$ cat config.mk
export PLATFORM = sky130hd
export DESIGN_NAME = ml_peak_detect
export DESIGN_NICKNAME = d
export VERILOG_FILES = /design/src/rtl/ml_peak_detect.sv
export SDC_FILE = /design/constraint.sdc
export NUM_CORES = 1
export LEC_CHECK = 0
export ABC_AREA = 1
export BUFFER_PORTS_ARGS = -buffer_cell sky130_fd_sc_hd__buf_4
export CORE_AREA = 2 2 145 147
export CTS_BUF_LIST = sky130_fd_sc_hd__clkbuf_2
export DETAILED_ROUTE_END_ITERATION = 6
export DIE_AREA = 0 0 147 149
export GPL_TIMING_DRIVEN = 0
export HOLD_SLACK_MARGIN = 0.08
export PLACE_DENSITY = 0.69
export SLEW_MARGIN = 10
export SYNTH_ARGS = -nofsm -noshare
export SYNTH_HDL_FRONTEND = slang
export SYNTH_SLANG_ARGS = --single-unit
$ cat constraint.sdc
create_clock -name clk -period 2.7 [get_ports clk]
set_input_delay 0.54 -clock clk [delete_from_list [all_inputs] [get_ports clk]]
set_output_delay 0.54 -clock clk [all_outputs]
set_load 0.01 [all_outputs]
$ cat src/rtl/ml_peak_detect.sv
// ML timing metric peak detector: forms L(k) = |gamma(k)| - Phi(k) per accepted sample and
// reports the argmax (index, metric, gamma re/im) once per SYM_LEN-sample window.
module ml_peak_detect #(
  parameter int unsigned PHI_W   = 15,
  parameter int unsigned SYM_LEN = 80,
  parameter int unsigned IDX_W   = 7
) (
  input  logic                    clk,
  input  logic                    rst,
  input  logic                    en,
  input  logic                    in_valid,
  input  logic signed [PHI_W-1:0] gamma_mag,
  input  logic signed [PHI_W-1:0] gamma_re,
  input  logic signed [PHI_W-1:0] gamma_im,
  input  logic signed [PHI_W-1:0] phi_in,
  output logic                    out_valid,
  output logic [IDX_W-1:0]        theta_out,
  output logic signed [PHI_W:0]   peak_metric,
  output logic signed [PHI_W-1:0] peak_re,
  output logic signed [PHI_W-1:0] peak_im
);

  localparam logic [IDX_W-1:0] LastIdx = IDX_W'(SYM_LEN - 1);

  typedef enum logic [0:0] {StIdle, StSearch} state_e;

  state_e state_q, state_d;
  logic [IDX_W-1:0] cnt_q, cnt_d;

  // S1: metric formation
  logic                    v_s1_q, v_s1_d;
  logic                    first_s1_q, first_s1_d;
  logic                    last_s1_q, last_s1_d;
  logic [IDX_W-1:0]        idx_s1_q, idx_s1_d;
  logic signed [PHI_W:0]   metric_s1_q, metric_s1_d;
  logic signed [PHI_W-1:0] re_s1_q, re_s1_d;
  logic signed [PHI_W-1:0] im_s1_q, im_s1_d;

  // S2: running best of the current window
  logic [IDX_W-1:0]        best_idx_q, best_idx_d;
  logic signed [PHI_W:0]   best_metric_q, best_metric_d;
  logic signed [PHI_W-1:0] best_re_q, best_re_d;
  logic signed [PHI_W-1:0] best_im_q, best_im_d;

  // Output registers
  logic                    out_valid_q, out_valid_d;
  logic [IDX_W-1:0]        theta_q, theta_d;
  logic signed [PHI_W:0]   metric_q, metric_d;
  logic signed [PHI_W-1:0] re_q, re_d;
  logic signed [PHI_W-1:0] im_q, im_d;

  logic                    accept, abort, s2_fire, take;
  logic [IDX_W-1:0]        win_idx;
  logic signed [PHI_W:0]   win_metric;
  logic signed [PHI_W-1:0] win_re, win_im;

  // Control: FSM next state, sample acceptance and window counter
  always_comb begin
    state_d = state_q;
    cnt_d   = cnt_q;
    // en low in SEARCH drops the partial window, including a sample offered that cycle
    accept  = (state_q == StSearch) && en && in_valid;
    abort   = (state_q == StSearch) && !en;

    unique case (state_q)
      StIdle:   if (en) state_d = StSearch;
      StSearch: if (!en) state_d = StIdle;
      default:  state_d = StIdle;
    endcase

    if (state_q != StSearch || !en) begin
      cnt_d = '0;
    end else if (accept) begin
      cnt_d = (cnt_q == LastIdx) ? '0 : cnt_q + 1'b1;
    end
  end

  // Pipeline datapath: S1 capture, S2 compare, output load
  always_comb begin
    v_s1_d      = accept;
    first_s1_d  = first_s1_q;
    last_s1_d   = last_s1_q;
    idx_s1_d    = idx_s1_q;
    metric_s1_d = metric_s1_q;
    re_s1_d     = re_s1_q;
    im_s1_d     = im_s1_q;
    if (accept) begin
      first_s1_d  = (cnt_q == '0);
      last_s1_d   = (cnt_q == LastIdx);
      idx_s1_d    = cnt_q;
      // One extra bit makes the difference exact for any pair of inputs
      metric_s1_d = $signed({gamma_mag[PHI_W-1], gamma_mag}) - $signed({phi_in[PHI_W-1], phi_in});
      re_s1_d     = gamma_re;
      im_s1_d     = gamma_im;
    end

    s2_fire = v_s1_q && !abort;
    // Strict compare keeps the earliest index on ties; first_s1 restarts the search
    take    = first_s1_q || (metric_s1_q > best_metric_q);

    win_idx    = take ? idx_s1_q    : best_idx_q;
    win_metric = take ? metric_s1_q : best_metric_q;
    win_re     = take ? re_s1_q     : best_re_q;
    win_im     = take ? im_s1_q     : best_im_q;

    best_idx_d    = best_idx_q;
    best_metric_d = best_metric_q;
    best_re_d     = best_re_q;
    best_im_d     = best_im_q;
    if (s2_fire && take) begin
      best_idx_d    = idx_s1_q;
      best_metric_d = metric_s1_q;
      best_re_d     = re_s1_q;
      best_im_d     = im_s1_q;
    end

    out_valid_d = s2_fire && last_s1_q;
    theta_d     = theta_q;
    metric_d    = metric_q;
    re_d        = re_q;
    im_d        = im_q;
    if (out_valid_d) begin
      theta_d  = win_idx;
      metric_d = win_metric;
      re_d     = win_re;
      im_d     = win_im;
    end
  end

  // State registers with synchronous active-low reset
  always_ff @(posedge clk) begin
    if (!rst) begin
      state_q       <= StIdle;
      cnt_q         <= '0;
      v_s1_q        <= 1'b0;
      first_s1_q    <= 1'b0;
      last_s1_q     <= 1'b0;
      idx_s1_q      <= '0;
      metric_s1_q   <= '0;
      re_s1_q       <= '0;
      im_s1_q       <= '0;
      best_idx_q    <= '0;
      best_metric_q <= '0;
      best_re_q     <= '0;
      best_im_q     <= '0;
      out_valid_q   <= 1'b0;
      theta_q       <= '0;
      metric_q      <= '0;
      re_q          <= '0;
      im_q          <= '0;
    end else begin
      state_q       <= state_d;
      cnt_q         <= cnt_d;
      v_s1_q        <= v_s1_d;
      first_s1_q    <= first_s1_d;
      last_s1_q     <= last_s1_d;
      idx_s1_q      <= idx_s1_d;
      metric_s1_q   <= metric_s1_d;
      re_s1_q       <= re_s1_d;
      im_s1_q       <= im_s1_d;
      best_idx_q    <= best_idx_d;
      best_metric_q <= best_metric_d;
      best_re_q     <= best_re_d;
      best_im_q     <= best_im_d;
      out_valid_q   <= out_valid_d;
      theta_q       <= theta_d;
      metric_q      <= metric_d;
      re_q          <= re_d;
      im_q          <= im_d;
    end
  end

  assign out_valid   = out_valid_q;
  assign theta_out   = theta_q;
  assign peak_metric = metric_q;
  assign peak_re     = re_q;
  assign peak_im     = im_q;

endmodule

==> Flow_metrics.wiki <==
{| class="wikitable"
! Metric !! Value
|-
| Result of the run || finished clean
|-
| Worst path setup slack after routing || 0.223 ns
|-
| Placed Instances || 1521
|-
| Tightest slew margin relative to the limit || 59.1%
|-
| Max H-tree Level || 4
|-
| Starting utilization of the core area || 38.8%
|-
| PortBufs || 117
|-
| Number of synthesis warnings || 0
|-
| Total half-perimeter wirelength after legalization and detailed placement || 15700 um
|-
| Top metal layer carrying routed signals || met4
|-
| Combinational family with the most area after synthesis || simple AND/OR/NAND/NOR gates
|-
| Maximum clock insertion buffer count || 2
|-
| Fin. Hold Viols || 0
|-
| Floorplan die area || 0.0219 mm^2
|-
| Grt ovf || 0
|-
| Max rail drop VDD || 221 uV
|-
| Syn Nets || 1227
|-
| CTS tree || done
|-
| Die Width || 147 um
|-
| Met3 wirelength from detailed routing || 985 um
|-
| Total leakage power || 0.00421 uW
|-
| Top delay family on crit path || compound AO/OA/AOI/OAI gates
|-
| Achievable Freq || 404 MHz
|-
| Global-route wire length before repair || 35000 um
|-
| CTS buffer count || 17
|-
| Multiplexer share of the synthesized area || 0%
|-
| Flip-flop and latch count after synthesis || 171
|-
| Total negative slack || 0 ns
|-
| Fraction of synthesized cell area in xor and xnor cells || 1.32%
|-
| CTS sink count || 171
|-
| Compound-gate portion of the synthesized area || 16.3%
|-
| Vias || 7647
|-
| Proportion of layout cells with a drive suffix above 1 || 13.1%
|-
| Core outline area || 0.0206 mm^2
|-
| Area growth from synthesis to layout || 22.7%
|-
| Most common library cell in the layout ignoring fill and taps || sky130_fd_sc_hd__dfxtp_1
|-
| Total wire length after detailed routing || 21500 um
|-
| Synthesized area || 0.00797 mm^2
|-
| Post-synthesis share of cell area spent on and, or, nand and nor gates || 22.7%
|-
| Final Cycle Share || 91.7%
|-
| Total number of placement rows || 53
|-
| Average size of a mapped cell || 7.06 um^2
|-
| Final routed wire length divided by cell count || 13.6 um
|-
| Antenna violations before repair || 1
|-
| Sequential element share of the synthesized area || 43.0%
|-
| Cell at the slowest stage of the critical path || sky130_fd_sc_hd__dlygate4sd3_1
|-
| Post-route ant nets || 0
|-
| Final slew viol count || 0
|-
| Top library cells by usage in the layout, fill and taps aside || 171 x sky130_fd_sc_hd__dfxtp_1, 163 x sky130_fd_sc_hd__inv_1, 163 x sky130_fd_sc_hd__nand2_1
|-
| Residual DRC || 0
|-
| Util after Layout || 47.5%
|-
| Detailed-routing wirelength on met1 || 9610 um
|-
| Data required time at the worst endpoint || 3.42 ns
|-
| Die H || 149 um
|-
| Routability congestion estimate from global placement || 0.882
|-
| Slowest cell delay on critical path || 0.54 ns
|-
| Fin cells || 1587
|-
| Pin count of the biggest net entering global routing || 17
|-
| Arithmetic-cell share of the synthesized area counting full adders, half adders and majority gates || 5.43%
|-
| Power density relative to cell area || 522 mW/mm^2
|-
| Type of origin of the critical path || input pin
|-
| Transition time at the pin with the least slew margin || 0.613 ns
|-
| Final Skew || 0.0484 ns
|-
| Synthesized netlist cell count || 1129
|-
| Setup repair after global routing missed its margin || false
|-
| Met2 wire len || 10400 um
|-
| Setup slack of the worst register-to-register path || 0.26 ns
|-
| GRT Util Overall || 19.9%
|-
| Maximum net fanout on the critical path || 4
|-
| Setup violations, final || 0
|-
| Chain of cells forming the critical path || dlygate4sd3_1 -> buf_4 -> ha_1 -> fa_1 -> o21ai_0 -> a21oi_1 -> nor2_1 -> nor2_1 -> o21bai_1 -> a21oi_1 -> o21ai_0 -> nand2_1 -> inv_1
|-
| Arrival time of data at the critical path endpoint || 3.19 ns
|-
| Clk Latency, worst-skew pair || 0.78 ns
|-
| Type of the setup path with the least slack || input pin to register
|-
| Cell variety after synth || 30
|-
| CP Buf/Inv Count || 3
|-
| Final-stage net count || 1397
|-
| Final Critical Period || 2.48 ns
|-
| Maximum capacitance violations || 0
|-
| Clock input transition at the sequential cells of the worst setup and hold paths || 0.22 ns
|-
| Via-to-Cell Ratio || 4.82
|-
| Post-placement worst setup slack || -0.0123 ns
|-
| Count of routing violations after the opening detailed-route iteration || 520
|-
| Kind of end point of the critical path || register
|-
| Number of global-route vias before repair || 7065
|-
| Clock tree root driver cell || sky130_fd_sc_hd__clkbuf_2
|-
| IO Count || 118
|-
| First-pass iteration count of the detailed router || 6
|-
| Worst hold-check path type || input pin to register
|}
tightest hold or removal path, delay by kind of cell:
family                     cells  cell delay [ns]
adders and majority gates      1             0.15
buffers and inverters          2             0.16
AOI/OAI and AO/OA              1             0.06
Yosys cell counts (all sizes together):
master  number  share of area (%)
nand3b       1              0.094
or2          1              0.079
a211oi       3               0.28
ha          33                5.2
nand4        2               0.16
xnor2        5               0.55
o211ai       2               0.19
nand3      122                7.8
xor2         7               0.77
o21bai       5               0.47
inv        167                7.9
a21oi      131                8.2
nand2      165                8.0
nor2       133                6.3
a21o         2               0.19
fa           1               0.25
o21ai      109                6.8
nor3         4               0.31
a31oi        1              0.079
clkbuf      36                1.7
buf         28                1.7
dfxtp      171                 43
stage by stage:
stage               hold slack (ns)  total power [uW]  instance area (um^2)
finish                        0.175              5100                  9770
global placement              0.453              3730                  9190
floorplan                     0.441              3430                  7970
CTS                           0.118              5120                  9760
detailed placement            0.458              3760                  9190
global route                  0.104              5410                  9770
final cells by class:
class,instances,area (um^2)
Inverter,167,629
Multi-Input combinational cell,727,3650
Clock inverter,13,143
Tap cell,275,344
Clock buffer,18,90.1
Antenna cell,1,2.50
Buffer,64,272
Fill cell,2143,10800
Timing Repair Buffer,151,1220
Sequential cell,171,3420
logic make-up (layout without fill, tap and decap cells):
logic type               Yosys count  after routing
other                              0              1
XOR/XNOR                          12             12
AO/OA/AOI/OAI                    253            253
AND/OR/NAND/NOR                  428            428
buffers and inverters            231            413
adder cells (fa/ha/maj)           34             34
flip-flops                       171            171
state kept, by name (all words and copies together), names as in the netlist:
register	cells
peak_re	15
im_s1_q	15
metric_s1_q	16
best_re_q	15
peak_im	15
cnt_q	7
last_s1_q	1
first_s1_q	1
re_s1_q	15
best_metric_q	16
v_s1_q	1
out_valid	1
state_q	1
peak_metric	16
idx_s1_q	7
best_im_q	15
theta_out	7
best_idx_q	7
what timing repair did:
item	4_1_cts	5_1_grt
endpoints found under the setup margin	0	3
hold buffers	34	0
gates resized for setup	0	2
buffers inserted	0	0
endpoints found under the hold margin	33	0
worst paths after layout:
kind,depth (start not counted),endpoint,from
max reg2reg,12,peak_metric[13]$_SDFFE_PN0P_,best_metric_q[7]$_SDFFE_PN0P_
min,4,metric_s1_q[0]$_SDFFE_PN0P_,gamma_mag[0]
min reg2reg,2,peak_re[8]$_SDFFE_PN0P_,peak_re[8]$_SDFFE_PN0P_
max,13,metric_s1_q[14]$_SDFFE_PN0P_,phi_in[0]
report_power, final:
group	leakage, uW	internal (uW)	switching [uW]
Sequential	0.00138	2580	27.2
Clock	0.000129	427	912
Combinational	0.00270	422	738
per-layer routing:
metal / global-route usage [%] / up-vias
met3: 3.24 / 33
met4: 6.78 / 0
met1: 25.4 / 3476
met2: 34.2 / 176
li1: - / 3962
met5: 0 / -
No activity file was read; power rests on OpenSTA's default activity.
